[src/rtl/panel_pkg.sv]
// Shared constants, types and helpers for the front-panel matrix scanner.
package panel_pkg;

    localparam int unsigned NROWS     = 5;
    localparam int unsigned NCOLS     = 18;
    localparam int unsigned ROW_IDX_W = 3;

    localparam logic [ROW_IDX_W-1:0] ROW_L0  = 3'd0;
    localparam logic [ROW_IDX_W-1:0] ROW_L1  = 3'd1;
    localparam logic [ROW_IDX_W-1:0] ROW_L2  = 3'd2;
    localparam logic [ROW_IDX_W-1:0] ROW_SW0 = 3'd3;
    localparam logic [ROW_IDX_W-1:0] ROW_SW1 = 3'd4;

    typedef enum logic {
        ST_BLANK = 1'b0,
        ST_DWELL = 1'b1
    } state_t;

    typedef logic [0:NCOLS-1] col_t;
    typedef logic [0:NROWS-1] row_t;

    // One-hot row enable for a row index; out-of-range indices give all-off.
    function automatic row_t row_onehot(input logic [ROW_IDX_W-1:0] idx);
        row_t r;
        r = '0;
        case (idx)
            ROW_L0:  r[0] = 1'b1;
            ROW_L1:  r[1] = 1'b1;
            ROW_L2:  r[2] = 1'b1;
            ROW_SW0: r[3] = 1'b1;
            ROW_SW1: r[4] = 1'b1;
            default: r = '0;
        endcase
        return r;
    endfunction

endpackage

[src/rtl/panel_debounce.sv]
// Per-bit switch debouncer for one 18-bit switch row.
// With PANEL_DEBOUNCE_EN defined each bit needs DB_SCANS consecutive differing
// samples before it toggles; otherwise the sample is simply registered.
module panel_debounce
    import panel_pkg::*;
#(
    parameter int unsigned DB_SCANS = 4
) (
    input  logic clk,
    input  logic reset_n,
    input  col_t sample,
    input  logic sample_en,
    output col_t out
);

    col_t r_out;

`ifdef PANEL_DEBOUNCE_EN
    localparam int unsigned CNT_W = $clog2(DB_SCANS + 1);

    logic [CNT_W-1:0] r_cnt [NCOLS];

    // Saturating agreement counters; a bit flips only after a full run of differing samples.
    always_ff @(posedge clk or negedge reset_n) begin
        if (!reset_n) begin
            r_out <= '0;
            for (int unsigned i = 0; i < NCOLS; i++) begin
                r_cnt[i] <= '0;
            end
        end else if (sample_en) begin
            for (int unsigned i = 0; i < NCOLS; i++) begin
                if (sample[i] == r_out[i]) begin
                    r_cnt[i] <= '0;
                end else if (r_cnt[i] == CNT_W'(DB_SCANS - 1)) begin
                    r_out[i] <= ~r_out[i];
                    r_cnt[i] <= '0;
                end else begin
                    r_cnt[i] <= r_cnt[i] + CNT_W'(1);
                end
            end
        end
    end
`else
    // Debounce disabled: the latest frame sample is the switch word.
    always_ff @(posedge clk or negedge reset_n) begin
        if (!reset_n) begin
            r_out <= '0;
        end else if (sample_en) begin
            r_out <= sample;
        end
    end

    if (DB_SCANS == 0) begin : g_db_scans_unused
    end
`endif

    assign out = r_out;

endmodule

[src/rtl/panel_scan.sv]
// Front-panel matrix scanner: multiplexes three lamp rows and two switch rows
// over one shared column bus. Optional switch debounce via PANEL_DEBOUNCE_EN.
module panel_scan
    import panel_pkg::*;
#(
    parameter int unsigned DWELL    = 1000,
    parameter int unsigned BLANK    = 16,
    parameter int unsigned DB_SCANS = 4
) (
    input  logic clk,
    input  logic reset_n,
    input  col_t light0,
    input  col_t light1,
    input  col_t light2,
    input  col_t col_in,
    output row_t row,
    output col_t col_out,
    output col_t sw0,
    output col_t sw1,
    output logic sw_valid,
    output logic frame
);

    localparam int unsigned CNT_MAX = (DWELL > BLANK) ? DWELL : BLANK;
    localparam int unsigned CNT_W   = $clog2(CNT_MAX);

`ifdef PANEL_DEBOUNCE_EN
    localparam int unsigned VALID_FRAMES = DB_SCANS;
`else
    localparam int unsigned VALID_FRAMES = 1;
`endif
    localparam int unsigned FC_W = $clog2(VALID_FRAMES + 1);

    state_t                 r_state, w_state_nxt;
    logic [ROW_IDX_W-1:0]   r_idx, w_idx_nxt;
    logic [CNT_W-1:0]       r_cnt, w_cnt_nxt;

    row_t                   r_row;
    col_t                   r_col_out;
    logic                   r_frame;
    logic                   r_sw_valid;
    logic [FC_W-1:0]        r_frame_cnt;
    col_t                   r_snap0, r_snap1, r_snap2;
    col_t                   r_sync1, r_sync2;

    row_t                   w_row_nxt;
    col_t                   w_col_nxt;
    logic                   w_frame_nxt;
    logic                   w_last_dwell;
    logic                   w_sample_sw0;
    logic                   w_sample_sw1;

    // Scan FSM state, row index and dwell/blank counter.
    always_ff @(posedge clk or negedge reset_n) begin
        if (!reset_n) begin
            r_state <= ST_BLANK;
            r_idx   <= ROW_L0;
            r_cnt   <= '0;
        end else begin
            r_state <= w_state_nxt;
            r_idx   <= w_idx_nxt;
            r_cnt   <= w_cnt_nxt;
        end
    end

    // Next state plus the row/column/frame values that state will display.
    always_comb begin
        w_state_nxt  = r_state;
        w_idx_nxt    = r_idx;
        w_cnt_nxt    = r_cnt + CNT_W'(1);
        w_row_nxt    = '0;
        w_col_nxt    = '0;
        w_frame_nxt  = 1'b0;
        w_last_dwell = 1'b0;

        case (r_state)
            ST_BLANK: begin
                if (r_cnt == CNT_W'(BLANK - 1)) begin
                    w_state_nxt = ST_DWELL;
                    w_cnt_nxt   = '0;
                end
            end
            ST_DWELL: begin
                if (r_cnt == CNT_W'(DWELL - 1)) begin
                    w_last_dwell = 1'b1;
                    w_state_nxt  = ST_BLANK;
                    w_cnt_nxt    = '0;
                    w_idx_nxt    = (r_idx == ROW_SW1) ? ROW_L0 : r_idx + ROW_IDX_W'(1);
                end
            end
            default: begin
                w_state_nxt = ST_BLANK;
                w_idx_nxt   = ROW_L0;
                w_cnt_nxt   = '0;
            end
        endcase

        if (w_state_nxt == ST_DWELL) begin
            w_row_nxt   = row_onehot(w_idx_nxt);
            w_frame_nxt = (w_idx_nxt == ROW_SW1) && (w_cnt_nxt == CNT_W'(DWELL - 1));
            case (w_idx_nxt)
                ROW_L0:  w_col_nxt = r_snap0;
                ROW_L1:  w_col_nxt = r_snap1;
                ROW_L2:  w_col_nxt = r_snap2;
                default: w_col_nxt = '0;
            endcase
        end
    end

    assign w_sample_sw0 = w_last_dwell && (r_idx == ROW_SW0);
    assign w_sample_sw1 = w_last_dwell && (r_idx == ROW_SW1);

    // Registered row/column drive and end-of-frame pulse.
    always_ff @(posedge clk or negedge reset_n) begin
        if (!reset_n) begin
            r_row     <= '0;
            r_col_out <= '0;
            r_frame   <= 1'b0;
        end else begin
            r_row     <= w_row_nxt;
            r_col_out <= w_col_nxt;
            r_frame   <= w_frame_nxt;
        end
    end

    // Lamp snapshots taken on the frame cycle so a whole frame is coherent.
    always_ff @(posedge clk or negedge reset_n) begin
        if (!reset_n) begin
            r_snap0 <= '0;
            r_snap1 <= '0;
            r_snap2 <= '0;
        end else if (r_frame) begin
            r_snap0 <= light0;
            r_snap1 <= light1;
            r_snap2 <= light2;
        end
    end

    // Invert the active-low sense lines and bring them into the clock domain.
    always_ff @(posedge clk or negedge reset_n) begin
        if (!reset_n) begin
            r_sync1 <= '0;
            r_sync2 <= '0;
        end else begin
            r_sync1 <= ~col_in;
            r_sync2 <= r_sync1;
        end
    end

    // Switch words become valid after enough frames to settle the debouncers.
    always_ff @(posedge clk or negedge reset_n) begin
        if (!reset_n) begin
            r_sw_valid  <= 1'b0;
            r_frame_cnt <= '0;
        end else if (r_frame && !r_sw_valid) begin
            if (r_frame_cnt == FC_W'(VALID_FRAMES - 1)) begin
                r_sw_valid <= 1'b1;
            end else begin
                r_frame_cnt <= r_frame_cnt + FC_W'(1);
            end
        end
    end

    panel_debounce #(.DB_SCANS(DB_SCANS)) u_db_sw0 (
        .clk       (clk),
        .reset_n   (reset_n),
        .sample    (r_sync2),
        .sample_en (w_sample_sw0),
        .out       (sw0)
    );

    panel_debounce #(.DB_SCANS(DB_SCANS)) u_db_sw1 (
        .clk       (clk),
        .reset_n   (reset_n),
        .sample    (r_sync2),
        .sample_en (w_sample_sw1),
        .out       (sw1)
    );

    assign row      = r_row;
    assign col_out  = r_col_out;
    assign frame    = r_frame;
    assign sw_valid = r_sw_valid;

endmodule
[config.mk]
export PLATFORM = sky130hd
export DESIGN_NAME = panel_scan
export DESIGN_NICKNAME = d
export VERILOG_FILES = /design/src/rtl/panel_pkg.sv /design/src/rtl/panel_debounce.sv /design/src/rtl/panel_scan.sv
export SDC_FILE = /design/constraint.sdc
export NUM_CORES = 1
export LEC_CHECK = 0
export BUFFER_PORTS_ARGS = -buffer_cell sky130_fd_sc_hd__buf_2
export CORE_UTILIZATION = 55
export DETAILED_ROUTE_END_ITERATION = 10
export HOLD_SLACK_MARGIN = 0.12
export PLACE_DENSITY = 0.84
export SYNTH_ARGS = -nofsm -noshare
export SYNTH_HDL_FRONTEND = slang
export SYNTH_SLANG_ARGS = --single-unit
[constraint.sdc]
create_clock -name clk -period 7.9 [get_ports clk]
set_clock_uncertainty 0.2 [all_clocks]
set_input_delay 1.185 -clock clk [delete_from_list [all_inputs] [get_ports clk]]
set_output_delay 1.185 -clock clk [all_outputs]
set_load 0.01 [all_outputs]
==> results of run 1 <==
==> placed cells by master (no fill, tap or decap), types with 2 or more instances in the layout <==
cell and count:
inv_8 2, nand3_1 5, dfrtp_1 164, clkinvlp_4 5, and3_1 21, ha_1 4
mux2i_2 2, inv_1 26, clkbuf_16 17, inv_6 2, mux2_2 90, a211oi_1 18
a221oi_1 18, a21oi_1 20, nor3_1 5, nor2_1 10, buf_4 4, nand2b_1 2
clkinv_4 3, xnor2_1 5, nand2_1 26, buf_2 133, xor2_1 3, nor4_1 3
==> logic make-up (layout without fill, tap and decap cells) <==
family          Yosys count  in the layout
compound gates           58             58
xor+xnor                  8              8
mux                      93             93
simple gates             82             82
buf+inv                  50            197
fa+ha+maj                 4              4
flops                   165            165
==> path summary, 6_finish.rpt <==
kind | start | end
setup / recovery | r_idx[1]$_DFF_PN0_ | col_out[9]$_DFF_PN0_
hold / removal | r_sync1[4]$_DFF_PN0_ | r_sync2[4]$_DFF_PN0_
setup reg to reg | r_idx[1]$_DFF_PN0_ | col_out[9]$_DFF_PN0_
hold reg to reg | r_sync1[4]$_DFF_PN0_ | r_sync2[4]$_DFF_PN0_
max in group asynchronous | reset_n | frame$_DFF_PN0_
min in group asynchronous | reset_n | u_db_sw0.out[1]$_DFFE_PN0P_
==> per-stage QoR <==
step / std cells / total power (W) / setup WS, ns
after floorplan: 460 / 0.0008742 / 5.311
after global routing: 747 / 0.001705 / 4.263
after global placement: 715 / 0.0009088 / 4.743
after detailed placement: 715 / 0.0009107 / 4.521
final: 747 / 0.001650 / 4.456
after CTS: 747 / 0.001667 / 4.462
==> worst reg2reg max path, stage by stage (launching register included) <==
cell	delay (ns)
dfrtp_1	0.74
inv_1	0.13
ha_1	0.32
nand3_1	0.12
nor4_4	0.91
a21oi_4	0.04
buf_4	0.31
a221oi_1	0.37
a211oi_1	0.14
==> Yosys cell counts, types with 2 or more instances <==
library cell  instances
inv_1                26
and3_1               21
xor2_1                3
dfrtp_1             165
nand2b_1              2
mux2_2               90
nor3_1                5
a221oi_1             18
xnor2_1               5
ha_1                  4
a21oi_1              20
nor2_1               10
buf_2                 5
nor4_1                3
nand2_1              26
mux2i_1               3
a211oi_1             18
clkbuf_1             18
nand3_1               5
==> state kept, by name, indices dropped and copies added, names as in the netlist, 10 cells and up <==
name          flops
r_sync2          18
u_db_sw0.out     18
r_snap1          18
u_db_sw1.out     18
r_snap2          18
r_snap0          18
col_out          18
r_sync1          18
r_cnt            10
==> per-layer routing <==
layer / vias up / global-route usage [%] / share of wire (%)
li1: 1894 / - / -
met1: 2092 / 28.70 / 43
met2: 166 / 37.51 / 49
met3: 20 / 6.935 / 6.9
met4: 0 / 9.714 / 1.4
met5: - / 0 / 0
==> where the power goes <==
group	internal, W	total, W	switching [W]	leakage, nW
Combinational	0.0000141	0.0000363	0.0000222	1.70
Clock	0.000410	0.000756	0.000346	0.256
Sequential	0.000854	0.000858	0.00000343	2.20
==> final cells by class <==
cell class	count	area (um^2)	share of cell area [%]
clock inverter	14	125.1	1.623
sequential	165	4130	53.56
timing repair buffer	138	706.9	9.168
clock buffer	18	429.2	5.565
tap	140	175.2	2.272
multi-input combinational	245	2043	26.50
inverter	27	101.3	1.314
==> qor.txt, run 1 <==
Clock Sinks: 165
Syn-to-layout area delta: 21.58%
I/O pin count: 135
Clk pin slew, worst setup/hold paths: 0.07 ns
final wirelength: 12,930 um
CTS root buffer: clkbuf_16
Starting Density: 57.50%
f_max: 290.4 MHz
CTS Buf Count: 17
Placed Area: 7157 um^2
syn_area_per_cell: 13.79 um^2
setup bufs post-CTS: 0
Max VDD drop: 0.1740 mV
Die Wd: 109.4 um
Core ar.: 11,030 um^2
worst rel slew slack: 20.40%
area of the mapped netlist: 6342 um^2
CP cell instances: inv_1, ha_1, nand3_1, nor4_4, a21oi_4, buf_4, a221oi_1, a211oi_1
Worst-Margin Slew: 1.185 ns
Synth Area in Adders: 0.7891%
CTS Buffer Depth: 2
status: finished, final reports clean
Die ar.: 11,970 um^2
register area share after synthesis: 65.10%
largest cells by area after synthesis: dfrtp_1 (65%), mux2_2 (16%), a221oi_1 (2.5%)
nature of the critical path endpoint: flop
Design Area, Final: 7711 um^2
first-pass GRT wire length: 20,190 um
RSZ-0062 raised after global routing: no
GR Util All Layers: 23.03%
CP bufs+invs: 2
mux cell area share after synthesis: 16.45%
#FFs+latches synth: 165
crit-path max cell delay: 0.91 ns
CTS tree: yes
routed vias: 4,172
first-pass detailed-route iteration total: 4
drc violations: 0
# port buffers: 134
power per cell area: 214.0 nW/um^2
Clock Latency Late Sink: 0.43 ns
Async SR Flop Fraction: 100.0%
vias per cell: 5.585
R2R cell count: 8
Main synth FF type: dfrtp_1
Yosys warning count: 0
Final Core Density: 69.91%
Setup CP Type: flop to flop
grt ovf: 0
Lkg Pwr: 4.161 nW
Max Fanout on Critical Path: 38
WHS Path Cells: 0
pin count of the biggest net entering global routing: 91
number of synthesized flops with an enable pin: 0
antenna viol nets, final: 0
layout net count: 672
number of cells on the critical path: 8
starting DRC count in detailed routing: 326
Synth Area in Simple Gates: 7.023%
DP HPWL: 8553 um
Yosys top cell area share: 65.10%
layout cells sized above 1: 44.48%
HP Class: flop to flop
Mapped Cells: 460
endpoints failing setup: 0
setup TNS: 0 ns
final slew viol count: 0
Period Utilization, post-route: 43.59%
H-tree depth: 4
CP Launch Type: flop
worst path required time: 7.97 ns
top cell type by total area after synthesis: dfrtp_1
r2r setup slk: 4.46 ns
max_cap viols: 0
largest family of logic cells by synthesized area: multiplexers
Post-CTS Resized: 0
hold slack: 0.1413 ns
compound-gate portion of the synthesized area: 6.471%
CP max stage cell: nor4_4
syn_nets: 538
row cnt: 38
Fillers: 780
ant diodes: 0
vias in the first global route: 4,265
die height: 109.4 um
worst path arrival time: 3.51 ns
WL/cell: 17.31 um
hold buffers post-CTS: 0
Min Clock Period, post-route: 3.444 ns
Top Family by Delay on Critical Path: simple AND/OR/NAND/NOR gates
xor and xnor area share after synthesis: 1.105%
count of different cell masters after synthesis: 32
Hold Fails Final Rpt: 0
GP Congestion: 0.8071
initial antenna violation count: 0
Note: power is estimated with default switching activity, not from simulation.
==> run 2: changes to the inputs <==
--- a/config.mk
+++ b/config.mk
@@ -5,11 +5,12 @@
 export SDC_FILE = /design/constraint.sdc
 export NUM_CORES = 1
 export LEC_CHECK = 0
+export ABC_AREA = 1
 export BUFFER_PORTS_ARGS = -buffer_cell sky130_fd_sc_hd__buf_2
-export CORE_UTILIZATION = 55
+export CORE_UTILIZATION = 49
 export DETAILED_ROUTE_END_ITERATION = 10
 export HOLD_SLACK_MARGIN = 0.12
-export PLACE_DENSITY = 0.84
+export PLACE_DENSITY = 0.79
 export SYNTH_ARGS = -nofsm -noshare
 export SYNTH_HDL_FRONTEND = slang
 export SYNTH_SLANG_ARGS = --single-unit
==> constraint.sdc (replaced) <==
create_clock -name clk -period 2.85 [get_ports clk]
set_clock_uncertainty 0.2 [all_clocks]
set_input_delay 0.4275 -clock clk [delete_from_list [all_inputs] [get_ports clk]]
set_output_delay 0.4275 -clock clk [all_outputs]
set_load 0.01 [all_outputs]
==> run 2 against run 1 <==
Final area grew 13%; hold slack gained 0.0066 ns; combinational power grew to 5.3 times the previous value; worst setup slack lost 3.9 ns; sequential power grew to 2.8 times the previous value; critical path depth grew 3; maximum frequency grew 49%; synthesized cell count grew 51%; final cell count grew 45%; non-clock buffer count grew 78; critical path type unchanged; critical endpoint is now col_out[8]$_DFF_PN0_; highest routed layer unchanged.
==> qor.txt, run 2 <==
starting DRC count in detailed routing: 287 (was 326)
status: finished, final reports clean (unchanged)
area of the mapped netlist: 6544 um^2 (was 6342 um^2)
worst path required time: 3.02 ns (was 7.97 ns)
Lkg Pwr: 4.394 nW (was 4.161 nW)
hold slack: 0.1480 ns (was 0.1413 ns)
vias per cell: 4.974 (was 5.585)
vias in the first global route: 5,382 (was 4,265)
top cell type by total area after synthesis: dfrtp_1 (unchanged)
f_max: 431.6 MHz (was 290.4 MHz)
syn_nets: 773 (was 538)
Min Clock Period, post-route: 2.317 ns (was 3.444 ns)
I/O pin count: 135 (unchanged)
endpoints failing setup: 0 (unchanged)
Design Power: 0.004931 W (was 0.001650 W)
layout net count: 974 (was 672)
Die ar.: 13,820 um^2 (was 11,970 um^2)
worst path arrival time: 2.49 ns (was 3.51 ns)
CP max stage cell: dfrtp_1 (was nor4_4)
storage element area: 4130 um^2 (unchanged)
pin count of the biggest net entering global routing: 69 (was 91)
die height: 117.6 um (was 109.4 um)
RSZ-0062 raised after global routing: no (unchanged)
DP HPWL: 9117 um (was 8553 um)
Clk pin slew, worst setup/hold paths: 0.07 ns (about the same)
DP Worst Slack: 0.5918 ns (was 4.521 ns)
Yosys warning count: 0 (unchanged)
#FFs+latches synth: 165 (unchanged)
worst setup margin: 0.5330 ns (was 4.456 ns)
register area share after synthesis: 63.10% (was 65.10%)
Post-CTS Resized: 0 (unchanged)
CTS Buf Count: 17 (unchanged)
Yosys top cell area share: 63.10% (was 65.10%)
initial antenna violation count: 0 (unchanged)
Hold Fails Final Rpt: 0 (unchanged)
H-tree depth: 4 (unchanged)
Core ar.: 12,820 um^2 (was 11,030 um^2)
setup TNS: 0 ns (unchanged)
Fillers: 948 (was 780)
most frequent cell after synthesis: nand2_1 (was dfrtp_1)
Max VDD drop: 0.3890 mV (was 0.1740 mV)
CP Launch Type: flop (unchanged)
Period Utilization, post-route: 81.30% (was 43.59%)
number of synthesized flops with an enable pin: 0 (unchanged)
crit-path max cell delay: 0.38 ns (was 0.91 ns)
Worst-Margin Slew: 0.8685 ns (was 1.185 ns)
# port buffers: 134 (unchanged)
Syn-to-layout area delta: 33.04% (was 21.58%)
CP cell instances: ha_1, nand2_2, nor2_1, nand4_1, nand2_1, nand2_4, nor2_8, nand3_1, nand3_1, nand2_1, inv_1 (was inv_1, ha_1, nand3_1, nor4_4, a21oi_4, buf_4, a221oi_1, a211oi_1)
Die Wd: 117.6 um (was 109.4 um)
CTS root buffer: clkbuf_16 (unchanged)
Main synth FF type: dfrtp_1 (unchanged)
routed vias: 5,372 (was 4,172)
final wirelength: 15,240 um (was 12,930 um)
grt ovf: 0 (unchanged)
Synth top cells by count: nand2_1 (246), dfrtp_1 (165), inv_1 (72), nand3_1 (43), nand4_1 (42) (was dfrtp_1 (165), mux2_2 (90), inv_1 (26), nand2_1 (26), and3_1 (21))
Starting Density: 51.02% (was 57.50%)
layout cells sized above 1: 21.48% (was 44.48%)
row cnt: 41 (was 38)
Setup CP Type: flop to flop (unchanged)
count of different cell masters after synthesis: 29 (was 32)
commonest non-fill, non-tap cells in the layout: nand2_1 (245), dfrtp_1 (164), buf_2 (133) (was dfrtp_1 (164), buf_2 (133), mux2_2 (90))
syn_area_per_cell: 9.416 um^2 (was 13.79 um^2)
Final Core Density: 67.88% (was 69.91%)
CP bufs+invs: 1 (was 2)
setup bufs post-CTS: 0 (unchanged)
max_cap viols: 0 (unchanged)
Top Family by Delay on Critical Path: simple AND/OR/NAND/NOR gates (unchanged)
Max Fanout on Critical Path: 41 (was 38)
CTS Buffer Depth: 2 (unchanged)
Multi-input gate area: 1943 um^2 (was 2043 um^2)
CTS tree: yes (unchanged)
Clock Sinks: 165 (unchanged)
HP Class: flop to flop (unchanged)
commonest non-fill, non-tap cell in the layout: nand2_1 (was dfrtp_1)
Async SR Flop Fraction: 100.0% (unchanged)
Clock Latency Late Sink: 0.43 ns (about the same)
first-pass detailed-route iteration total: 4 (unchanged)
drc violations: 0 (unchanged)
nature of the critical path endpoint: flop (unchanged)
power per cell area: 566.5 nW/um^2 (was 214.0 nW/um^2)
Mapped Cells: 695 (was 460)
WL/cell: 14.11 um (was 17.31 um)
antenna viol nets, final: 0 (unchanged)
worst rel slew slack: 42.01% (was 20.40%)
final slew viol count: 0 (unchanged)
GP Congestion: 0.8529 (was 0.8071)
largest cells by area after synthesis: dfrtp_1 (63%), nand2_1 (14%), inv_1 (4.1%) (was dfrtp_1 (65%), mux2_2 (16%), a221oi_1 (2.5%))
ant diodes: 0 (unchanged)
first-pass GRT wire length: 25,720 um (was 20,190 um)
GR Util All Layers: 23.58% (was 23.03%)
==> run 2: cell count changes in the layout (fill, tap and decap cells not counted), sizes merged, moves of 5 or more <==
cell / delta
and3: -21
a21oi: -21
a211oi: -18
dlygate4sd3: +73
a221oi: -18
nand2: +226
nand4: +41
mux2: -90
nand3: +39
nor2: +14
o21ai: +38
inv: +52
buf: +5
xnor2: -5
==> run 2: metal layers <==
metal / part of all wire [%] / track usage [%] / vias up
li1: - / - / 2592
met1: 42 / 29.37 / 2574
met2: 51 / 39.61 / 177
met3: 5.7 / 5.717 / 29
met4: 1.9 / 9.375 / 0
met5: 0 / 0 / -
==> run 2: cell type report <==
type | instances | area share (%)
Clock buffer | 17 | 4.886
Clock inverter | 14 | 2.185
Inverter | 77 | 3.320
Multi-Input combinational cell | 419 | 22.32
Sequential cell | 165 | 47.44
Tap cell | 172 | 2.472
Timing Repair Buffer | 216 | 17.38
==> run 2: power by group <==
part	total, W	leakage (nW)	internal (W)	switching (W)
sequential	0.00237	1.82	0.00237	0.00000697
combinational	0.000194	2.27	0.000110	0.0000841
clock	0.00236	0.299	0.00140	0.000961
total	0.00493	4.39	0.00388	0.00105
==> run 2: path summary, 6_finish.rpt <==
path / start / endpoint / slack [ns] / cells past startpoint
max: r_cnt[0]$_DFF_PN0_ / col_out[8]$_DFF_PN0_ / 0.53 / 11
min: r_sync1[14]$_DFF_PN0_ / r_sync2[14]$_DFF_PN0_ / 0.15 / 0
max reg2reg: r_cnt[0]$_DFF_PN0_ / col_out[8]$_DFF_PN0_ / 0.53 / 11
min reg2reg: r_sync1[14]$_DFF_PN0_ / r_sync2[14]$_DFF_PN0_ / 0.15 / 0
max in group asynchronous: reset_n / r_snap2[6]$_DFFE_PN0P_ / 1.37 / 3
min in group asynchronous: reset_n / u_db_sw0.out[1]$_DFFE_PN0P_ / 0.35 / 2
==> run 2: timing repair <==
item / CTS / global route
hold buffers: 73 / 0
endpoints found under the hold margin: 138 / 0
setup endpoints to repair: 0 / 0
==> run 2: per-stage QoR <==
stage          cell area [um^2]  instances
2_1_floorplan              6544        695
3_3_place_gp               7360        976
3_5_place_dp               7360        976
4_1_cts                    8706       1080
5_1_grt                    8706       1080
6_report                   8706       1080
==> run 2: cells by family (layout without fill, tap and decap cells) <==
| group | after synthesis | after routing | share of synthesized area (%) |
|---|---|---|---|
| xor gates and xnor gates | 3 | 3 | 0.4016 |
| and+or+nand+nor | 374 | 374 | 25.53 |
| AOI/OAI and AO/OA | 38 | 38 | 2.906 |
| buffers and inverters | 111 | 324 | 7.304 |
| DFF | 165 | 165 | 63.10 |
| adders and majority gates | 4 | 4 | 0.7648 |
==> run 3: changes to the inputs <==
--- a/config.mk
+++ b/config.mk
@@ -5,12 +5,12 @@
 export SDC_FILE = /design/constraint.sdc
 export NUM_CORES = 1
 export LEC_CHECK = 0
-export ABC_AREA = 1
+export ABC_AREA = 0
 export BUFFER_PORTS_ARGS = -buffer_cell sky130_fd_sc_hd__buf_2
 export CORE_UTILIZATION = 49
 export DETAILED_ROUTE_END_ITERATION = 10
 export HOLD_SLACK_MARGIN = 0.12
-export PLACE_DENSITY = 0.79
+export PLACE_DENSITY = 0.8
 export SYNTH_ARGS = -nofsm -noshare
 export SYNTH_HDL_FRONTEND = slang
 export SYNTH_SLANG_ARGS = --single-unit
==> constraint.sdc (replaced) <==
create_clock -name clk -period 2 [get_ports clk]
set_clock_uncertainty 0.2 [all_clocks]
set_input_delay 0.3 -clock clk [delete_from_list [all_inputs] [get_ports clk]]
set_output_delay 0.3 -clock clk [all_outputs]
set_load 0.01 [all_outputs]
==> run 3 against run 2 <==
Sequential share of layout area shrank 5.4 points; power grew 37%; the flow now finishes with violations (negative setup slack); count of clock-buffer cells in the layout grew 4; flip-flop and latch count is the same; first-iteration DRC count grew 38%; largest cell class unchanged; hold slack gained 0.0031 ns.
==> qor.txt, run 3 (synthesized netlist as in run 1, its figures left out) <==
commonest non-fill, non-tap cells in the layout: dfrtp_1 (164), buf_2 (133), mux2_2 (86) (was nand2_1 (245), dfrtp_1 (164), buf_2 (133))
DP Worst Slack: -0.3965 ns (was 0.5918 ns)
GR Util All Layers: 29.03% (was 23.58%)
layout cells sized above 1: 52.27% (was 21.48%)
CTS root buffer: clkbuf_16 (unchanged)
CP max stage cell: dfrtp_1 (unchanged)
Clock Latency Late Sink: 0.43 ns (about the same)
commonest non-fill, non-tap cell in the layout: dfrtp_1 (was nand2_1)
ant diodes: 0 (unchanged)
vias in the first global route: 5,454 (was 5,382)
worst rel slew slack: 73.79% (was 42.01%)
vias per cell: 5.539 (was 4.974)
antenna viol nets, final: 0 (unchanged)
Die ar.: 13,400 um^2 (was 13,820 um^2)
CP Launch Type: flop (unchanged)
final std cells w/o fill: 920 (was 1,080)
worst setup margin: -0.5048 ns (was 0.5330 ns)
Die Wd: 115.8 um (was 117.6 um)
RR Startpoint: r_idx[0]$_DFF_PN0_ (was r_cnt[0]$_DFF_PN0_)
final slew viol count: 0 (unchanged)
final wirelength: 19,450 um (was 15,240 um)
switch share: 22.60% (was 21.34%)
# port buffers: 134 (unchanged)
I/O pin count: 135 (unchanged)
Max VDD drop: 0.7239 mV (was 0.3890 mV)
Clock Sinks: 165 (unchanged)
layout net count: 813 (was 974)
routed vias: 5,096 (was 5,372)
clock network power share: 45.5% (was 47.9%)
switching pwr: 0.001522 W (was 0.001052 W)
hold slack: 0.1510 ns (was 0.1480 ns)
starting DRC count in detailed routing: 397 (was 287)
worst path required time: 2.09 ns (was 3.02 ns)
Int Power: 0.005212 W (was 0.003879 W)
GP Congestion: 0.8132 (was 0.8529)
Min Clock Period, post-route: 2.505 ns (was 2.317 ns)
grt ovf: 0 (unchanged)
status: finished, violations left (was finished, final reports clean)
CTS tree: yes (unchanged)
Design Power: 0.006734 W (was 0.004931 W)
Clk pin slew, worst setup/hold paths: 0.07 ns (about the same)
Hold Crit Start: r_sync1[17]$_DFF_PN0_ (was r_sync1[14]$_DFF_PN0_)
Design Area, Final: 9826 um^2 (was 8706 um^2)
power per cell area: 685.3 nW/um^2 (was 566.5 nW/um^2)
CTS Buf Count: 17 (unchanged)
f_max: 399.2 MHz (was 431.6 MHz)
Lkg Pwr: 5.038 nW (was 4.394 nW)
Core ar.: 12,620 um^2 (was 12,820 um^2)
FF-to-FF End: col_out[14]$_DFF_PN0_ (was col_out[8]$_DFF_PN0_)
critical path launch point: r_idx[0]$_DFF_PN0_ (was r_cnt[0]$_DFF_PN0_)
RSZ-0062 raised after global routing: yes (was no)
Syn-to-layout area delta: 54.92% (was 33.04%)
Starting Density: 50.26% (was 51.02%)
combinational power share: 4.1% (was 3.9%)
first-pass detailed-route iteration total: 5 (was 4)
nature of the critical path endpoint: flop (unchanged)
CTS Buffer Depth: 2 (unchanged)
DP HPWL: 9333 um (was 9117 um)
r2r setup slk: -0.50 ns (was 0.53 ns)
Setup CP Type: flop to flop (unchanged)
violated checks: negative setup slack
pin count of the biggest net entering global routing: 73 (was 69)
first-pass GRT wire length: 28,420 um (was 25,720 um)
initial antenna violation count: 0 (unchanged)
max_cap viols: 0 (unchanged)
critical path endpoint: col_out[14]$_DFF_PN0_ (was col_out[8]$_DFF_PN0_)
Hold Fails Final Rpt: 0 (unchanged)
Max Fanout on Critical Path: 8 (was 41)
H-tree depth: 4 (unchanged)
CP cell instances: inv_2, ha_4, nand3_2, nor4_4, a21oi_4, buf_4, buf_16, a221oi_4, a211oi_2 (was ha_1, nand2_2, nor2_1, nand4_1, nand2_1, nand2_4, nor2_8, nand3_1, nand3_1, nand2_1, inv_1)
die height: 115.8 um (was 117.6 um)
HP Class: flop to flop (unchanged)
dpl cells: 788 (was 976)
crit-path max cell delay: 0.43 ns (was 0.38 ns)
Worst-Margin Slew: 0.3932 ns (was 0.8685 ns)
endpoints failing setup: 63 (was 0)
Placed Area: 7605 um^2 (was 7360 um^2)
Period Utilization, post-route: 125.2% (was 81.30%)
row cnt: 41 (unchanged)
R2R cell count: 9 (was 11)
worst path arrival time: 2.60 ns (was 2.49 ns)
WL/cell: 21.14 um (was 14.11 um)
drc violations: 0 (unchanged)
Fillers: 676 (was 948)
sequential share of power: 50.3% (was 48.2%)
-- run 3: repair_timing --
action                                  CTS  global route
hold buffers                             74             1
gates resized for setup                  80            31
cloned                                    8             2
buffers inserted                         12            10
endpoints found under the hold margin   237            14
endpoints found under the setup margin   60            64
pin swaps                                 6            11
-- run 3: worst max-delay path: cells and delay by family (launching register included) --
| kind | cells | cell delay, ns |
|---|---|---|
| AND/OR/NAND/NOR | 2 | 0.48 |
| flip-flops | 1 | 0.43 |
| adder cells (fa/ha/maj) | 1 | 0.27 |
| buffers and inverters | 3 | 0.43 |
| AO/OA/AOI/OAI | 3 | 0.55 |
-- run 3: final cells by class --
class	count	area (um^2)	share of cell area, %
Sequential cell	165	4130	42.03
Multi-Input combinational cell	245	2620	26.66
Timing Repair Buffer	279	2206	22.45
Clock buffer	21	460.4	4.686
Tap cell	172	215.2	2.190
Inverter	27	101.3	1.031
Clock inverter	11	92.59	0.9423
-- run 3: how the worst min path moves through the flow --
stage | endpoint | slack [ns] | cells after the start
global route | r_sync2[17]$_DFF_PN0_ | 0.16 | 0
floorplan | col_out[0]$_DFF_PN0_ | -0.20 | 0
detailed placement | u_db_sw1.out[5]$_DFFE_PN0P_ | -0.04 | 1
global placement | r_sync2[5]$_DFF_PN0_ | -0.04 | 1
CTS | r_sync2[17]$_DFF_PN0_ | 0.15 | 0
finish | r_sync2[17]$_DFF_PN0_ | 0.15 | 0
-- run 3: metal layers --
metal	global-route usage, %	routed length, um	share of wire [%]	vias up
met4	14.36	761	3.9	0
met5	0	0	0	-
li1	-	-	-	2189
met3	7.845	1207	6.2	72
met1	32.40	7147	37	2576
met2	51.23	10330	53	259
-- run 3: stage by stage --
step	setup TNS, ns	utilization [%]
after floorplan	-8.885	-
after global placement	-5.142	60.26
after detailed placement	-8.475	60.26
after CTS	-9.410	76.33
after global routing	-17.96	77.86
final	-15.00	77.86
-- run 3: power groups by stage --
stage | registers (W) | logic, W | clock network [W]
final | 0.00339 | 0.000278 | 0.00307
after global routing | 0.00339 | 0.000309 | 0.00326
after global placement | 0.00345 | 0.000154 | 0
after floorplan | 0.00345 | 0.00000739 | 0
after CTS | 0.00339 | 0.000272 | 0.00305
after detailed placement | 0.00345 | 0.000159 | 0
